==> src/rtl/ex13_window_accum.sv <==
// ----------------------------------------------------------------------------
// ex13_window_accum
//   Windowed statistics on the multiply-add pipeline result stream. Collects
//   2**LOG2_WIN valid samples, then holds the window sum, truncated average
//   and peak under a valid/ready handshake until the next stage takes them.
//
// Ports
//   clk        rising-edge clock
//   reset      asynchronous, active-low reset
//   start      pulse: begin a new window (IDLE, or HOLD together with out_ready)
//   in_valid   in_data carries a valid sample this cycle
//   in_data    sample, unsigned, DATA_W bits
//   out_ready  downstream accepts the held result (only looked at in HOLD)
//   busy       high while a window is being accumulated
//   out_valid  high while a finished result is held
//   out_sum    window sum, ACC_W bits, cannot overflow
//   out_avg    out_sum >> LOG2_WIN, truncated
//   out_max    largest sample of the window (unsigned)
//   overrun    sticky: a sample arrived while a result was held and was dropped
// ----------------------------------------------------------------------------
module ex13_window_accum #(
    parameter int DATA_W   = 16,
    parameter int LOG2_WIN = 3,
    localparam int ACC_W   = DATA_W + LOG2_WIN
) (
    input  logic              clk,
    input  logic              reset,
    input  logic              start,
    input  logic              in_valid,
    input  logic [DATA_W-1:0] in_data,
    input  logic              out_ready,
    output logic              busy,
    output logic              out_valid,
    output logic [ACC_W-1:0]  out_sum,
    output logic [DATA_W-1:0] out_avg,
    output logic [DATA_W-1:0] out_max,
    output logic              overrun
);

    typedef enum logic [1:0] {
        S_IDLE  = 2'd0,
        S_ACCUM = 2'd1,
        S_HOLD  = 2'd2
    } state_t;

    localparam logic [LOG2_WIN-1:0] CNT_LAST = '1;

    state_t              state_q, state_d;
    logic [ACC_W-1:0]    acc_q, acc_d;
    logic [LOG2_WIN-1:0] cnt_q, cnt_d;
    logic [DATA_W-1:0]   max_q, max_d;
    logic [ACC_W-1:0]    sum_q, sum_d;
    logic [DATA_W-1:0]   avg_q, avg_d;
    logic [DATA_W-1:0]   omax_q, omax_d;
    logic                overrun_q, overrun_d;

    logic [ACC_W-1:0]    acc_next;
    logic [DATA_W-1:0]   max_next;

    // Average is the upper DATA_W bits of the sum: a plain truncating shift.
    function automatic logic [DATA_W-1:0] avg_of(input logic [ACC_W-1:0] s);
        return s[ACC_W-1:LOG2_WIN];
    endfunction

    always_comb begin
        acc_next  = acc_q + ACC_W'(in_data);
        max_next  = (in_data > max_q) ? in_data : max_q;

        state_d   = state_q;
        acc_d     = acc_q;
        cnt_d     = cnt_q;
        max_d     = max_q;
        sum_d     = sum_q;
        avg_d     = avg_q;
        omax_d    = omax_q;
        overrun_d = overrun_q;

        case (state_q)
            S_IDLE: begin
                if (start) begin
                    state_d   = S_ACCUM;
                    acc_d     = '0;
                    cnt_d     = '0;
                    max_d     = '0;
                    overrun_d = 1'b0;
                end
            end

            S_ACCUM: begin
                if (in_valid) begin
                    acc_d = acc_next;
                    max_d = max_next;
                    // Wraps back to 0 on the last sample of the window.
                    cnt_d = cnt_q + LOG2_WIN'(1);
                    if (cnt_q == CNT_LAST) begin
                        state_d = S_HOLD;
                        sum_d   = acc_next;
                        avg_d   = avg_of(acc_next);
                        omax_d  = max_next;
                    end
                end
            end

            S_HOLD: begin
                if (in_valid) begin
                    overrun_d = 1'b1;
                end
                if (out_ready) begin
                    if (start) begin
                        // Back-to-back window: the new window starts clean,
                        // including a drop flagged in this very cycle.
                        state_d   = S_ACCUM;
                        acc_d     = '0;
                        cnt_d     = '0;
                        max_d     = '0;
                        overrun_d = 1'b0;
                    end else begin
                        state_d = S_IDLE;
                    end
                end
            end

            default: begin
                state_d = S_IDLE;
            end
        endcase
    end

    always_ff @(posedge clk or negedge reset) begin
        if (!reset) begin
            state_q   <= S_IDLE;
            acc_q     <= '0;
            cnt_q     <= '0;
            max_q     <= '0;
            sum_q     <= '0;
            avg_q     <= '0;
            omax_q    <= '0;
            overrun_q <= 1'b0;
        end else begin
            state_q   <= state_d;
            acc_q     <= acc_d;
            cnt_q     <= cnt_d;
            max_q     <= max_d;
            sum_q     <= sum_d;
            avg_q     <= avg_d;
            omax_q    <= omax_d;
            overrun_q <= overrun_d;
        end
    end

    // Status flags decode straight from the state register, so they are
    // glitch-free and aligned with the held result.
    assign busy      = (state_q == S_ACCUM);
    assign out_valid = (state_q == S_HOLD);
    assign out_sum   = sum_q;
    assign out_avg   = avg_q;
    assign out_max   = omax_q;
    assign overrun   = overrun_q;

endmodule

==> config.mk <==
export PLATFORM = sky130hd
export DESIGN_NAME = ex13_window_accum
export DESIGN_NICKNAME = d
export VERILOG_FILES = /design/src/rtl/ex13_window_accum.sv
export SDC_FILE = /design/constraint.sdc
export NUM_CORES = 1
export LEC_CHECK = 0
export CAP_MARGIN = 25
export CORE_MARGIN = 2
export CORE_UTILIZATION = 28
export CTS_BUF_LIST = sky130_fd_sc_hd__clkbuf_4
export DETAILED_ROUTE_END_ITERATION = 16
export GPL_TIMING_DRIVEN = 0
export PLACE_DENSITY = 0.49
export SKIP_LAST_GASP = 1
export SLEW_MARGIN = 20
export SYNTH_ARGS = -nofsm -noshare
export SYNTH_HDL_FRONTEND = slang
export SYNTH_SLANG_ARGS = --single-unit
==> constraint.sdc <==
create_clock -name clk -period 3 [get_ports clk]
set_input_delay 0.9 -clock clk [delete_from_list [all_inputs] [get_ports clk]]
set_output_delay 0.9 -clock clk [all_outputs]
set_load 0.01 [all_outputs]
==> metrics.txt <==
setup violators final=0; outcome=completed; Worst VDD drop=0.2418 mV; share of power burned in combinational logic=0.567; CTS max path bufs=2; Worst Skew=0.01582 ns; worst setup slack for register-to-register paths=0.53 ns; half-perimeter wire length after detailed placement=8.397 mm; Port-buffer cells=74; library cell with the highest instance count after synthesis=sky130_fd_sc_hd__dfrtp_1; fraction of the mapped netlist area in compound gates=0.1915; clock insertion delay at the later pin of the skew report=0.43 ns; via count of the first global-routing pass=3,476; crit path capture=out_max[6]$_DFFE_PN0P_; part of the total power dissipated in the clock network=0.101; remaining number of nets flagged by the antenna check after routing=0; synthesized netlist net count=498; internal power component=0.003074 W; setup repair after global routing missed its margin=false; timing startpoint of the critical path=in_data[13]; top post-synthesis cells by area=sky130_fd_sc_hd__dfrtp_1 (44%), sky130_fd_sc_hd__ha_1 (9.7%), sky130_fd_sc_hd__nand2_1 (5.6%); H-tree depth=3; total detailed-routing wirelength=11.28 mm; Synth Register Bits=76; drt drc=0; kind of start point of the critical path=input pin; endpoint type of the worst setup path=register; total power=0.005166 W; f_max=351.1 MHz; initial antenna violation count=0; power per cell area=923.7 nW/um2; Tot GR Track Use=0.1414; largest net degree at the start of global routing=44; most used flip-flop cell after synthesis=sky130_fd_sc_hd__dfrtp_1; row count=45; class of the tightest hold or removal check=in2async; Post-Synthesis Cell Area=4365 um2; Final Wtd Congestion=0.8202; headroom to the max-slew limit=0.5510; Root Buffer Master=sky130_fd_sc_hd__clkbuf_4; power spent charging and discharging nets=0.002092 W; CP max FO=6; adder and majority cell fraction of the synthesized area=0.1020; number of antenna diodes=0; IO Pins=75; max-cap violations=0; net count reported at finish=589; simple-gate portion of the synthesized area=0.1275; Syn-to-layout area delta=28.12%; Tcrit/Tclk final=0.9495; async set-or-reset flop fraction in the synthesized netlist=1.000; sink count of the clock tree=76; total grt overflow=0; list of most frequent post-synthesis cells=sky130_fd_sc_hd__dfrtp_1 (76), sky130_fd_sc_hd__nand2_1 (65), sky130_fd_sc_hd__o21ai_0 (47); kind of critical path=in2reg; static leakage power=2.573 nW; cell type with the highest aggregate area in the netlist=sky130_fd_sc_hd__dfrtp_1; Die X-Extent=128.9 um; Arr. time, crit path=3.14 ns; first-pass iteration count of the detailed router=4; CTS clk-pin slew, worst paths=0.13 ns; Seq pwr share=0.332; mux cell area share after synthesis=0.04901; number of library cell types mapped by synthesis=53; number of pins exceeding their max-slew limit in the final report=0; starting DRC count in detailed routing=130; via count=3,487; dominant combinational cell family by area after synthesis=compound AO/OA/AOI/OAI gates; average footprint of a synthesized cell=9.877 um2; EDFF count, synth=0; final setup TNS=0 ns; Syn Inst Count=442; number of cells on the worst reg-to-reg path=10; average detailed-routed wire length per instance=15.56 um; total clock buffers created by CTS=9; Synth Warn #=0; Final Hold Fails=0; number of hold buffers added after cts=0; TritonCTS clock tree=built; die height=128.9 um; via density per instance=4.810; core occupancy in the finished layout=0.3679; Initial Utilization=0.2872; post-layout minimum cycle time=2.849 ns; area share of xor/xnor cells in the synthesized design=0.02809; Setup WS post-layout=0.1515 ns; sequential share of the synthesized area=0.4357; WP data required=3.29 ns; Place WS=-0.8167 ns; sw frac=0.4050; full die area=16,610 um2; core area=15,200 um2; portion of synthesized cell area occupied by the leading cell type=0.4357; fraction of final layout cells with drive strength greater than 1=0.1192; Crit Reg-Reg Startpoint=max_q[13]$_DFFE_PN0P_; Least-Margin Pin Slew=0.6735 ns; FF-to-FF End=out_max[6]$_DFFE_PN0P_; first-pass GRT wire length=18.08 mm
[worst max-delay path: stages]
cell and delay (ns):
sky130_fd_sc_hd__dlygate4sd2_1 0.32, sky130_fd_sc_hd__ha_1 0.35, sky130_fd_sc_hd__nand4_2 0.12, sky130_fd_sc_hd__or4_4 0.59
sky130_fd_sc_hd__a21oi_2 0.14, sky130_fd_sc_hd__nor3_2 0.10, sky130_fd_sc_hd__nor2_8 0.14, sky130_fd_sc_hd__buf_4 0.19
sky130_fd_sc_hd__mux2i_1 0.18, sky130_fd_sc_hd__o21ai_0 0.09
[routing by layer]
metal / routed length, um / track usage
met4: 160 / 0.05307
met2: 5496 / 0.2393
met5: 0 / 0
met1: 5288 / 0.1848
met3: 332 / 0.01871
[worst min path at each step]
stage	endpoint	cells past startpoint	slack, ns
2_1_floorplan	acc_q[9]$_DFFE_PN0P_	2	0.45
3_3_place_gp	out_max[3]$_DFFE_PN0P_	2	0.46
3_5_place_dp	out_max[8]$_DFFE_PN0P_	2	0.48
4_1_cts	max_q[3]$_DFFE_PN0P_	1	0.40
5_1_grt	max_q[3]$_DFFE_PN0P_	1	0.43
6_report	max_q[3]$_DFFE_PN0P_	1	0.41
[cell families after synthesis]
logic type,Yosys count
AOI/OAI and AO/OA,130
buffers and inverters,51
xor gates and xnor gates,14
adders and majority gates,35
muxes,21
DFF,76
and+or+nand+nor,115
[placed cells by master, fill, tap and decap left out, types with 2 or more instances in the layout]
cell and count:
sky130_fd_sc_hd__xnor2_1 4, sky130_fd_sc_hd__o21ai_1 10, sky130_fd_sc_hd__clkbuf_4 10, sky130_fd_sc_hd__buf_2 2
sky130_fd_sc_hd__and2_1 4, sky130_fd_sc_hd__nor2b_1 5, sky130_fd_sc_hd__nor2_1 15, sky130_fd_sc_hd__a21oi_2 2
sky130_fd_sc_hd__buf_6 2, sky130_fd_sc_hd__ha_1 30, sky130_fd_sc_hd__nand2b_1 4, sky130_fd_sc_hd__a21oi_1 20
sky130_fd_sc_hd__nand4_1 4, sky130_fd_sc_hd__o21bai_1 2, sky130_fd_sc_hd__a211oi_1 4, sky130_fd_sc_hd__clkbuf_1 12
sky130_fd_sc_hd__clkinv_1 4, sky130_fd_sc_hd__buf_4 23, sky130_fd_sc_hd__ha_4 4, sky130_fd_sc_hd__xor2_1 10
sky130_fd_sc_hd__nand2_1 65, sky130_fd_sc_hd__inv_1 17, sky130_fd_sc_hd__a22o_1 21, sky130_fd_sc_hd__clkdlybuf4s50_1 60
sky130_fd_sc_hd__o31ai_1 3, sky130_fd_sc_hd__o21a_1 2, sky130_fd_sc_hd__mux2_2 3, sky130_fd_sc_hd__dlymetal6s2s_1 5
sky130_fd_sc_hd__nand3_1 7, sky130_fd_sc_hd__mux2i_1 17, sky130_fd_sc_hd__o21ai_0 47, sky130_fd_sc_hd__dfrtp_1 76
sky130_fd_sc_hd__dlygate4sd2_1 8, sky130_fd_sc_hd__a21o_1 4
[power by group through the flow]
stage | sequential, W | clock [W] | combinational (W)
after global placement | 0.00172 | 0 | 0.00278
after detailed placement | 0.00174 | 0 | 0.00282
after global routing | 0.00178 | 0.000588 | 0.00324
after floorplan | 0.00176 | 0 | 0.00175
after CTS | 0.00172 | 0.000543 | 0.00291
final | 0.00172 | 0.000522 | 0.00293
[cell type report]
cell class                      instances  area, um2
Fill cell                            1533       9609
Buffer                                 34      225.2
Timing Repair Buffer                   80      805.8
Inverter                               17      63.81
Clock buffer                           10      75.07
Sequential cell                        76       1902
Clock inverter                          5      20.02
Tap cell                              188      235.2
Multi-Input combinational cell        315       2266
[state kept, by name (all words and copies together), names as in the netlist]
register,count
cnt_q,3
state_q,2
out_max,16
out_avg,1
overrun,1
out_sum,18
acc_q,19
max_q,16
[metrics by stage]
step / cell area, um2 / std cells / hold slack, ns
floorplan: 4365 / 442 / 0.4526
global placement: 5341 / 704 / 0.4637
detailed placement: 5366 / 705 / 0.4760
CTS: 5527 / 723 / 0.3990
global route: 5593 / 725 / 0.4312
finish: 5593 / 725 / 0.4060
[timing repair]
| item | in CTS | in global routing |
|---|---|---|
| resized for setup | 16 | 9 |
| pin swaps | 6 | 2 |
| buffers inserted | 3 | 2 |
| setup endpoints to repair | 47 | 30 |
Power figures use the tool's default switching activity.
